File: config.mk
export PLATFORM = sky130hd
export DESIGN_NAME = spmv_ctrl
export DESIGN_NICKNAME = d
export VERILOG_FILES = /design/src/rtl/spmv_pkg.sv /design/src/rtl/spmv_elem_fetch.sv /design/src/rtl/spmv_ctrl.sv
export SDC_FILE = /design/constraint.sdc
export NUM_CORES = 1
export LEC_CHECK = 0
export ABC_AREA = 1
export CAP_MARGIN = 20
export CORE_MARGIN = 8
export CORE_UTILIZATION = 54
export CTS_BUF_LIST = sky130_fd_sc_hd__clkbuf_8
export CTS_CLUSTER_DIAMETER = 150
export DETAILED_ROUTE_END_ITERATION = 10
export HOLD_SLACK_MARGIN = 0.1
export PLACE_DENSITY = 0.85
export SETUP_SLACK_MARGIN = 0.1
export SYNTH_ARGS = -nofsm -noshare
export SYNTH_HDL_FRONTEND = slang
export SYNTH_HIERARCHICAL = 1
export SYNTH_SLANG_ARGS = --single-unit
File: constraint.sdc
create_clock -name i_clk -period 4.1 [get_ports i_clk]
set_clock_uncertainty 0.15 [all_clocks]
set_input_delay 0.41 -clock i_clk [delete_from_list [all_inputs] [get_ports i_clk]]
set_output_delay 0.41 -clock i_clk [all_outputs]
set_load 0.005 [all_outputs]
File: src/rtl/spmv_pkg.sv
// Shared constants and FSM encoding for the CSR SpMV sequencer.
package spmv_pkg;

    localparam int ROWS        = 16;
    localparam int PTR_W       = 8;
    localparam int DATA_W      = 16;
    localparam int COL_W       = 4;
    localparam int ELEM_CYCLES = 4;

    localparam int ROW_PTR_W  = (ROWS + 1) * PTR_W;
    localparam int PTR_ADDR_W = 5;
    localparam int PHASE_W    = $clog2(ELEM_CYCLES);

    typedef enum logic [2:0] {
        S_IDLE,
        S_LOAD_PTR,
        S_STREAM,
        S_WAIT_CORE,
        S_FINISH
    } state_t;

endpackage

File: src/rtl/spmv_elem_fetch.sv
// Per-element fetch pipeline: val/col read, dependent x read, then present A/B/count to the core.
// Latency: element k fetch starts on slot phase 0 and is presented on the edge ending phase ELEM_CYCLES-1.
// Backpressure: none; memories have fixed 1-cycle read latency and the core accepts one element per slot.
module spmv_elem_fetch
    import spmv_pkg::*;
(
    input  logic              i_clk,
    input  logic              i_rstn,
    input  logic              i_run,
    input  logic              i_clear,
    input  logic [PTR_W-1:0]  i_nnz,
    input  logic [DATA_W-1:0] i_val_data,
    input  logic [COL_W-1:0]  i_col_data,
    input  logic [DATA_W-1:0] i_x_data,
    output logic              o_val_en,
    output logic [PTR_W-1:0]  o_val_addr,
    output logic              o_x_en,
    output logic [COL_W-1:0]  o_x_addr,
    output logic [DATA_W-1:0] o_read_data_A,
    output logic [DATA_W-1:0] o_read_data_B,
    output logic [PTR_W-1:0]  o_count,
    output logic              o_present,
    output logic              o_slot_done
);

    localparam logic [PHASE_W-1:0] PH_VAL  = '0;
    localparam logic [PHASE_W-1:0] PH_COL  = PHASE_W'(1);
    localparam logic [PHASE_W-1:0] PH_X    = PHASE_W'(2);
    localparam logic [PHASE_W-1:0] PH_LAST = PHASE_W'(ELEM_CYCLES - 1);
    // With a 3-cycle slot the x word arrives on the presentation edge itself.
    localparam bit X_BYPASS = (ELEM_CYCLES == 3);

    logic [PHASE_W-1:0] phase;
    logic [PTR_W-1:0]   idx;
    logic [DATA_W-1:0]  val_q;
    logic [DATA_W-1:0]  x_q;
    logic [COL_W-1:0]   col_q;
    logic               fetch;

    // Slot idx == nnz is the trailing hold slot: no reads, last element stays on the core bus.
    assign fetch       = i_run && (idx < i_nnz);
    assign o_val_en    = fetch && (phase == PH_VAL);
    assign o_val_addr  = idx;
    assign o_x_en      = fetch && (phase == PH_COL);
    assign o_x_addr    = o_x_en ? i_col_data : col_q;
    assign o_present   = fetch && (phase == PH_LAST);
    assign o_slot_done = i_run && !fetch && (phase == PH_LAST);

    always_ff @(posedge i_clk) begin
        if (!i_rstn) begin
            phase         <= '0;
            idx           <= '0;
            val_q         <= '0;
            x_q           <= '0;
            col_q         <= '0;
            o_read_data_A <= '0;
            o_read_data_B <= '0;
            o_count       <= '0;
        end else if (i_clear) begin
            phase <= '0;
            idx   <= '0;
        end else if (i_run) begin
            phase <= (phase == PH_LAST) ? '0 : phase + 1'b1;
            if (fetch && (phase == PH_COL)) begin
                val_q <= i_val_data;
                col_q <= i_col_data;
            end
            if (fetch && (phase == PH_X)) begin
                x_q <= i_x_data;
            end
            if (o_present) begin
                o_read_data_A <= val_q;
                o_read_data_B <= X_BYPASS ? i_x_data : x_q;
                o_count       <= idx;
                idx           <= idx + 1'b1;
            end
        end
    end

endmodule

File: src/rtl/spmv_ctrl.sv
// CSR sequencer: loads row pointers, streams nonzeros with their x operand into SpMV_core, waits for core done.
// Latency: ROWS+2 cycles pointer sweep, ELEM_CYCLES per nonzero plus one hold slot, then core wait and 1-cycle done.
// Backpressure: none on memories (fixed 1-cycle reads); core side holds o_core_start until i_core_done.
module spmv_ctrl
    import spmv_pkg::*;
(
    input  logic                  i_clk,
    input  logic                  i_rstn,
    input  logic                  i_start,
    output logic                  o_busy,
    output logic                  o_done,
    output logic                  o_error,
    output logic                  o_ptr_en,
    output logic [PTR_ADDR_W-1:0] o_ptr_addr,
    input  logic [PTR_W-1:0]      i_ptr_data,
    output logic                  o_val_en,
    output logic [PTR_W-1:0]      o_val_addr,
    input  logic [DATA_W-1:0]     i_val_data,
    input  logic [COL_W-1:0]      i_col_data,
    output logic                  o_x_en,
    output logic [COL_W-1:0]      o_x_addr,
    input  logic [DATA_W-1:0]     i_x_data,
    output logic                  o_core_start,
    output logic [DATA_W-1:0]     o_read_data_A,
    output logic [DATA_W-1:0]     o_read_data_B,
    output logic [PTR_W-1:0]      o_count,
    output logic [ROW_PTR_W-1:0]  o_row_ptr,
    input  logic                  i_core_done
);

    localparam logic [PTR_ADDR_W-1:0] LOAD_LAST = PTR_ADDR_W'(ROWS + 1);
    localparam logic [PTR_ADDR_W-1:0] ADDR_MAX  = PTR_ADDR_W'(ROWS);

    state_t                state_q;
    state_t                state_d;
    logic [PTR_ADDR_W-1:0] load_cnt;
    logic [PTR_W-1:0]      prev_ptr;
    logic [PTR_W-1:0]      nnz;
    logic [ROW_PTR_W-1:0]  row_ptr_q;
    logic                  err_acc;
    logic                  error_q;
    logic                  done_seen;
    logic                  core_start_q;
    logic                  start_acc;
    logic                  load_last;
    logic                  new_err;
    logic                  core_ack;
    logic                  present;
    logic                  slot_done;

    assign nnz       = row_ptr_q[PTR_W*ROWS +: PTR_W];
    assign start_acc = (state_q == S_IDLE) && i_start;
    assign load_last = (state_q == S_LOAD_PTR) && (load_cnt == LOAD_LAST);
    // load_cnt >= 2 means the entry arriving now has a predecessor to compare against.
    assign new_err   = (state_q == S_LOAD_PTR) && (load_cnt >= PTR_ADDR_W'(2)) &&
                       (i_ptr_data < prev_ptr);
    assign core_ack  = i_core_done || done_seen;

    assign o_busy       = (state_q != S_IDLE);
    assign o_done       = (state_q == S_FINISH);
    assign o_error      = error_q;
    assign o_ptr_en     = (state_q == S_LOAD_PTR) && (load_cnt <= ADDR_MAX);
    assign o_ptr_addr   = (load_cnt > ADDR_MAX) ? ADDR_MAX : load_cnt;
    assign o_core_start = core_start_q;
    assign o_row_ptr    = row_ptr_q;

    always_ff @(posedge i_clk) begin
        if (!i_rstn) begin
            state_q <= S_IDLE;
        end else begin
            state_q <= state_d;
        end
    end

    always_comb begin
        state_d = state_q;
        case (state_q)
            S_IDLE: begin
                if (i_start) state_d = S_LOAD_PTR;
            end
            S_LOAD_PTR: begin
                if (load_last) begin
                    if ((i_ptr_data == '0) || err_acc || new_err) state_d = S_FINISH;
                    else                                          state_d = S_STREAM;
                end
            end
            S_STREAM: begin
                if (slot_done) state_d = S_WAIT_CORE;
            end
            S_WAIT_CORE: begin
                if (core_ack) state_d = S_FINISH;
            end
            S_FINISH: begin
                state_d = S_IDLE;
            end
            default: begin
                state_d = S_IDLE;
            end
        endcase
    end

    always_ff @(posedge i_clk) begin
        if (!i_rstn) begin
            load_cnt     <= '0;
            prev_ptr     <= '0;
            row_ptr_q    <= '0;
            err_acc      <= 1'b0;
            error_q      <= 1'b0;
            done_seen    <= 1'b0;
            core_start_q <= 1'b0;
        end else begin
            if (start_acc) begin
                load_cnt  <= '0;
                err_acc   <= 1'b0;
                error_q   <= 1'b0;
                done_seen <= 1'b0;
            end
            if (state_q == S_LOAD_PTR) begin
                if (!load_last) load_cnt <= load_cnt + 1'b1;
                // Read issued at load_cnt = r returns while load_cnt = r+1.
                for (int r = 0; r <= ROWS; r++) begin
                    if (load_cnt == PTR_ADDR_W'(r + 1)) row_ptr_q[PTR_W*r +: PTR_W] <= i_ptr_data;
                end
                if (load_cnt != '0) prev_ptr <= i_ptr_data;
                if (new_err)        err_acc  <= 1'b1;
                if (load_last)      error_q  <= err_acc | new_err;
            end
            if ((state_q == S_STREAM) && i_core_done) done_seen    <= 1'b1;
            if ((state_q == S_STREAM) && present)     core_start_q <= 1'b1;
            if ((state_q == S_WAIT_CORE) && core_ack) core_start_q <= 1'b0;
        end
    end

    spmv_elem_fetch u_elem_fetch (
        .i_clk         (i_clk),
        .i_rstn        (i_rstn),
        .i_run         (state_q == S_STREAM),
        .i_clear       (start_acc),
        .i_nnz         (nnz),
        .i_val_data    (i_val_data),
        .i_col_data    (i_col_data),
        .i_x_data      (i_x_data),
        .o_val_en      (o_val_en),
        .o_val_addr    (o_val_addr),
        .o_x_en        (o_x_en),
        .o_x_addr      (o_x_addr),
        .o_read_data_A (o_read_data_A),
        .o_read_data_B (o_read_data_B),
        .o_count       (o_count),
        .o_present     (present),
        .o_slot_done   (slot_done)
    );

endmodule
==> results of run 1 <==
layer usage:
| metal | vias up | track usage |
|---|---|---|
| li1 | 4321 | - |
| met1 | 4119 | 0.279 |
| met2 | 312 | 0.402 |
| met3 | 44 | 0.0969 |
| met4 | 0 | 0.0719 |
| met5 | - | 0 |
worst max-delay path by stage:
stage                                    start                             end  slack [ns]
floorplan                           state_q[2]                      state_q[1]        1.84
detailed placement                  state_q[2]  u_elem_fetch/o_read_data_B[13]        1.21
CTS                             o_row_ptr[135]                     o_x_addr[3]        0.68
finish                          o_row_ptr[135]                     o_x_addr[3]        0.73
global route        u_elem_fetch/o_val_addr[6]                     o_x_addr[3]        0.46
global placement                    state_q[2]  u_elem_fetch/o_read_data_A[10]        1.26
report_power, final:
part           switching [uW]  total (uW)  internal (uW)
combinational             450         720            270
sequential               49.4        2470           2420
clock                     922        1960           1040
through the flow:
step | setup slack, ns | utilization | instance area (um^2) | total power (uW) | hold WS, ns
detailed placement | 1.21 | 0.689 | 11900 | 3230 | 0.299
global route | 0.456 | 0.733 | 12600 | 5370 | 0.324
global placement | 1.26 | 0.689 | 11900 | 3210 | 0.292
finish | 0.735 | 0.733 | 12600 | 5150 | 0.305
floorplan | 1.84 | - | 9500 | 2960 | 0.290
CTS | 0.682 | 0.733 | 12600 | 5180 | 0.309
repair_timing:
| action | 4_1_cts | 5_1_grt |
|---|---|---|
| buffers inserted | 0 | 0 |
| hold buffers | 1 | 0 |
| endpoints found under the hold margin | 2 | 0 |
layout make-up:
class / instances / area [um^2] / area share
Clock buffer: 47 / 647 / 0.0512
Inverter: 99 / 372 / 0.0294
Multi-Input combinational cell: 751 / 3850 / 0.305
Tap cell: 225 / 282 / 0.0223
Timing Repair Buffer: 256 / 2540 / 0.201
Sequential cell: 242 / 4840 / 0.383
Clock inverter: 21 / 97.6 / 0.00772
Yosys cell counts, types with 2 or more instances:
library cell / count / share of area
dfxtp_1: 242 / 0.51
a21oi_1: 203 / 0.11
o21ai_0: 157 / 0.083
nand2_1: 147 / 0.058
nor2_1: 101 / 0.040
inv_1: 79 / 0.031
nand3_1: 60 / 0.032
clkbuf_1: 32 / 0.013
ha_1: 24 / 0.032
buf_2: 14 / 0.0074
buf_6: 14 / 0.017
inv_2: 13 / 0.0051
nand4_1: 13 / 0.0086
buf_4: 10 / 0.0079
nor2_4: 10 / 0.012
o21ai_1: 8 / 0.0042
clkinv_1: 7 / 0.0028
nand2_4: 4 / 0.0047
nor3_1: 4 / 0.0021
nor2_8: 3 / 0.0063
a21oi_2: 2 / 0.0018
a221oi_1: 2 / 0.0018
nand2_2: 2 / 0.0013
cells by family after synthesis:
| kind of cell | Yosys count | synth area share |
|---|---|---|
| buffers and inverters | 170 | 0.0841 |
| adder cells (fa/ha/maj) | 24 | 0.0316 |
| AND/OR/NAND/NOR | 348 | 0.169 |
| AO/OA/AOI/OAI | 377 | 0.203 |
| XOR/XNOR | 2 | 0.00185 |
| flip-flops | 242 | 0.510 |
critical path, stage by stage, from the launching register on:
cell and delay [ns]:
dfxtp_1 0.36, inv_1 0.06, ha_1 0.29, nand2_1 0.10, inv_1 0.04, nand2_1 0.05, nand2_1 0.07, a21oi_1 0.44
nand4_1 0.19, nand2_1 0.15, clkdlybuf4s50_1 0.52
state kept, by name (all words and copies together) (netlist names):
signal,count
done_seen,1
err_acc,1
load_cnt,5
o_core_start,1
o_error,1
o_row_ptr,136
prev_ptr,8
state_q,3
u_elem_fetch/col_q,4
u_elem_fetch/o_count,8
u_elem_fetch/o_read_data_A,16
u_elem_fetch/o_read_data_B,16
u_elem_fetch/o_val_addr,8
u_elem_fetch/phase,2
u_elem_fetch/val_q,16
u_elem_fetch/x_q,16
==> impl_metrics.yaml, run 1 <==
run:
  max_cap_violations: 0
route:
  drt_iter0_markers: 593
  wirelength_um: 28000
  vias_per_cell: 5.36
  wl_met1_um: 11400
  num_vias: 8796
  dr_wl_met3_um: 2860
  top_layer: "met4"
  wl_met2_um: 13100
  dr.pass1.iters: 5
  drtAntennaViolNets: 0
  avgRoutedWirePerCell_um: 17.0
  drcViolationCount: 0
floorplan:
  ios: 248
  dieWidth_um: 149
  start_util: 0.551
  rows: 48
  core_area_um2: 17200
  die-area_um2: 22100
  die_h_um: 149
sta:
  slew-limit-headroom: 0.341
  min_period_ns: 3.37
  max_slew.worst_pin.slew_ns: 0.984
  rsz0062_at_grt: "false"
  fmax_ghz: 0.297
  finalSetupViolations: 0
  fin_crit_sh: 0.821
  finalMaxSlewViolations: 0
  finalSetupTns_ns: 0
  hold_viol: 0
clock_network:
  cts_buffers: 39
  clk_path_buf_depth: 3
  path_clk_slew_ns: 0.06
  tritoncts: "yes"
  clock-root-buffer: "clkbuf_8"
  htree_num_levels: 2
  ctsResizeCount: 0
  insertion_delay_ns: 0.53
  cts.sinks: 242
logic_synthesis:
  syn_avg_cell_area_um2: 8.16
  synth_edf_count: 0
  yosys_warnings: 6
  synth_seq_area_share: 0.510
  ys_ff_latch: 242
  synth_cells: 1163
  postSynth.asyncResetShare: 0
  syn-num-nets: 1235
  yosysUniqueCellTypes: 35
  synth_area_um2: 9500
  ys.flop_type: "dfxtp_1"
finish:
  fin_cells: 1641
  fillCellCount: 1313
  layout.nets: 1461
  layout_common_cells: "clkdlybuf4s50_1, dfxtp_1, a21oi_1"
  syn_to_final_growth_pct: 33.1
  layout_commonest_cell: "clkdlybuf4s50_1"
  antennaDiodeCount: 0
  drive_gt1_frac: 0.0734
setup_path:
  r2r_cells: 9
  cp.required_ns: 3.54
  endpoint_kind: "output pin"
  ff2ff_setup_slack_ns: 1.18
  start_kind: "flop"
  critPathMaxFanout: 5
  r2r-end: "u_elem_fetch/o_read_data_B[13]"
  worstPathArrival_ns: 2.81
  critPathKind: "flop to output pin"
  reg2reg_from: "state_q[2]"
min_path:
  hold_class: "flop to flop"
  whs_path_depth: 2
  hold_end: "o_core_start"
  hp-start: "o_core_start"
power_and_ir_drop:
  ir_drop_uv: 278
  powerDensity_nw_per_um2: 408
  p_leak_uw: 0.00499
global_routing:
  grt.total_usage: 0.241
  grt_pass1_wl_um: 43900
  overflow: 0
  antenna_found_initial: 0
  grt_start_max_net_pins: 111
  grt_pass1_vias: 8573
run_status:
  outcome: "finished clean"
place:
  gp_congestion: 0.918
  io_buffers: 247
  dp_cells: 1572
  dp_hpwl_um: 19000
No activity file was read; power rests on OpenSTA's default activity.
==> inputs of run 2 (changes only) <==
- CORE_UTILIZATION: 54 -> 50
- PLACE_DENSITY: 0.85 -> 0.8
- clock period: 4.1 -> 3.3 ns (I/O delays scaled with it)
==> impl_metrics.yaml, run 2 (same netlist as run 1, synthesis figures left out) <==
global_routing:
  use_met2: 0.379
  grt.total_usage: 0.232
  grt_pass1_vias: 8583
  grt_start_max_net_pins: 70
  grt_pass1_wl_um: 45300
  overflow: 0
  antenna_found_initial: 0
  met1_usage: 0.275
  gr-max-usage-layer: "met2"
  met3_usage: 0.0975
min_path:
  hp-start: "i_rstn"
  hold_end: "u_elem_fetch/val_q[1]"
  whs_path_depth: 3
  hold_class: "input pin to flop"
setup_path:
  critPathKind: "flop to output pin"
  endpoint_kind: "output pin"
  reg2reg_from: "state_q[2]"
  cp.required_ns: 2.82
  r2r_cells: 9
  ff2ff_setup_slack_ns: 0.84
  startpoint: "u_elem_fetch/o_val_addr[5]"
  critPathMaxFanout: 5
  start_kind: "flop"
  r2r-end: "u_elem_fetch/o_read_data_B[8]"
  worstPathArrival_ns: 2.53
clock_network:
  ctsResizeCount: 0
  tritoncts: "yes"
  postCtsSetupBuffers: 0
  path_clk_slew_ns: 0.06
  htree_num_levels: 2
  cts_buffers: 39
  hold_buffers: 0
  insertion_delay_ns: 0.52
  clock-root-buffer: "clkbuf_8"
  clk_path_buf_depth: 3
  cts.sinks: 242
power_and_ir_drop:
  ir_drop_uv: 321
  p_leak_uw: 0.00502
  powerDensity_nw_per_um2: 505
route:
  dr.pass1.iters: 4
  drtAntennaViolNets: 0
  drcViolationCount: 0
  drt_iter0_markers: 461
  num_vias: 8761
  wirelength_um: 28300
  avgRoutedWirePerCell_um: 17.1
  vias_per_cell: 5.30
finish:
  drive_gt1_frac: 0.0761
  layout_commonest_cell: "clkdlybuf4s50_1"
  layout.nets: 1467
  fillCellCount: 1528
  fin_area_um2: 12700
  syn_to_final_growth_pct: 33.5
  multi_input_area_um2: 3850
  seq_area_um2: 4850
  largest_reg_flops: 136
  antennaDiodeCount: 0
  layout_common_cells: "clkdlybuf4s50_1, dfxtp_1, a21oi_1"
sta:
  finalMaxSlewViolations: 0
  fmax_ghz: 0.332
  finalWorstSetupSlack_ns: 0.285
  fin_crit_sh: 0.914
  rsz0062_at_grt: "false"
  max_slew.worst_pin.slew_ns: 0.886
  finalSetupTns_ns: 0
  hold_viol: 0
  slew-limit-headroom: 0.407
  finalSetupViolations: 0
  min_period_ns: 3.01
floorplan:
  die-area_um2: 23700
  die_h_um: 154
  start_util: 0.509
  ios: 248
  dieWidth_um: 154
  rows: 50
  core_area_um2: 18600
place:
  io_buffers: 247
  dpl_worst_slack_ns: 0.694
  gp_congestion: 0.888
  placed_area_um2: 11900
  dp_hpwl_um: 19100
run_status:
  outcome: "finished clean"
run:
  max_cap_violations: 0
run 2: cell types whose count changed in the layout (fill, tap and decap cells not counted):
cell,before,now
buf_4,9,16
clkinv_2,8,4
clkinvlp_4,1,0
dfxtp_1,242,241
dfxtp_2,0,1
dlygate4sd3_1,1,0
inv_1,90,91
inv_6,1,2
run 2: critical path, cell delays in order (launching register included):
cell,delay (ns)
dfxtp_1,0.43
ha_1,0.28
a21o_1,0.17
nand2_1,0.05
nand2_1,0.07
a21oi_1,0.13
buf_4,0.17
nand4_1,0.11
nand2_1,0.11
clkdlybuf4s50_1,0.50
run 2: how the worst max path moves through the flow:
stage / end / slack, ns
after global routing: o_x_addr[1] / 0.12
after detailed placement: u_elem_fetch/x_q[11] / 0.69
final: o_x_addr[0] / 0.29
after floorplan: state_q[1] / 1.04
after global placement: u_elem_fetch/x_q[11] / 0.76
after CTS: o_x_addr[0] / 0.23
run 2: stage by stage:
step | instances | power [uW] | hold WS, ns | utilization
after floorplan | 1163 | 3670 | 0.290 | -
after global placement | 1588 | 4010 | 0.289 | 0.641
after detailed placement | 1588 | 4030 | 0.293 | 0.641
after CTS | 1653 | 6440 | 0.140 | 0.680
after global routing | 1653 | 6690 | 0.176 | 0.680
final | 1653 | 6400 | 0.158 | 0.680
run 2: layer usage:
layer,up-vias,part of all wire
li1,4332,-
met5,-,0
met3,32,0.10
met1,4104,0.41
met4,0,0.012
met2,293,0.47
run 2: layout make-up:
type / count / share of cell area
Sequential cell: 242 / 0.382
Multi-Input combinational cell: 751 / 0.304
Timing Repair Buffer: 262 / 0.204
Clock buffer: 47 / 0.0510
Inverter: 99 / 0.0293
Tap cell: 234 / 0.0231
Clock inverter: 18 / 0.00652
run 2: power breakdown:
part | total (uW) | switching [uW] | internal (uW)
sequential | 3070 | 61.1 | 3010
clock | 2430 | 1140 | 1290
combinational | 902 | 565 | 338
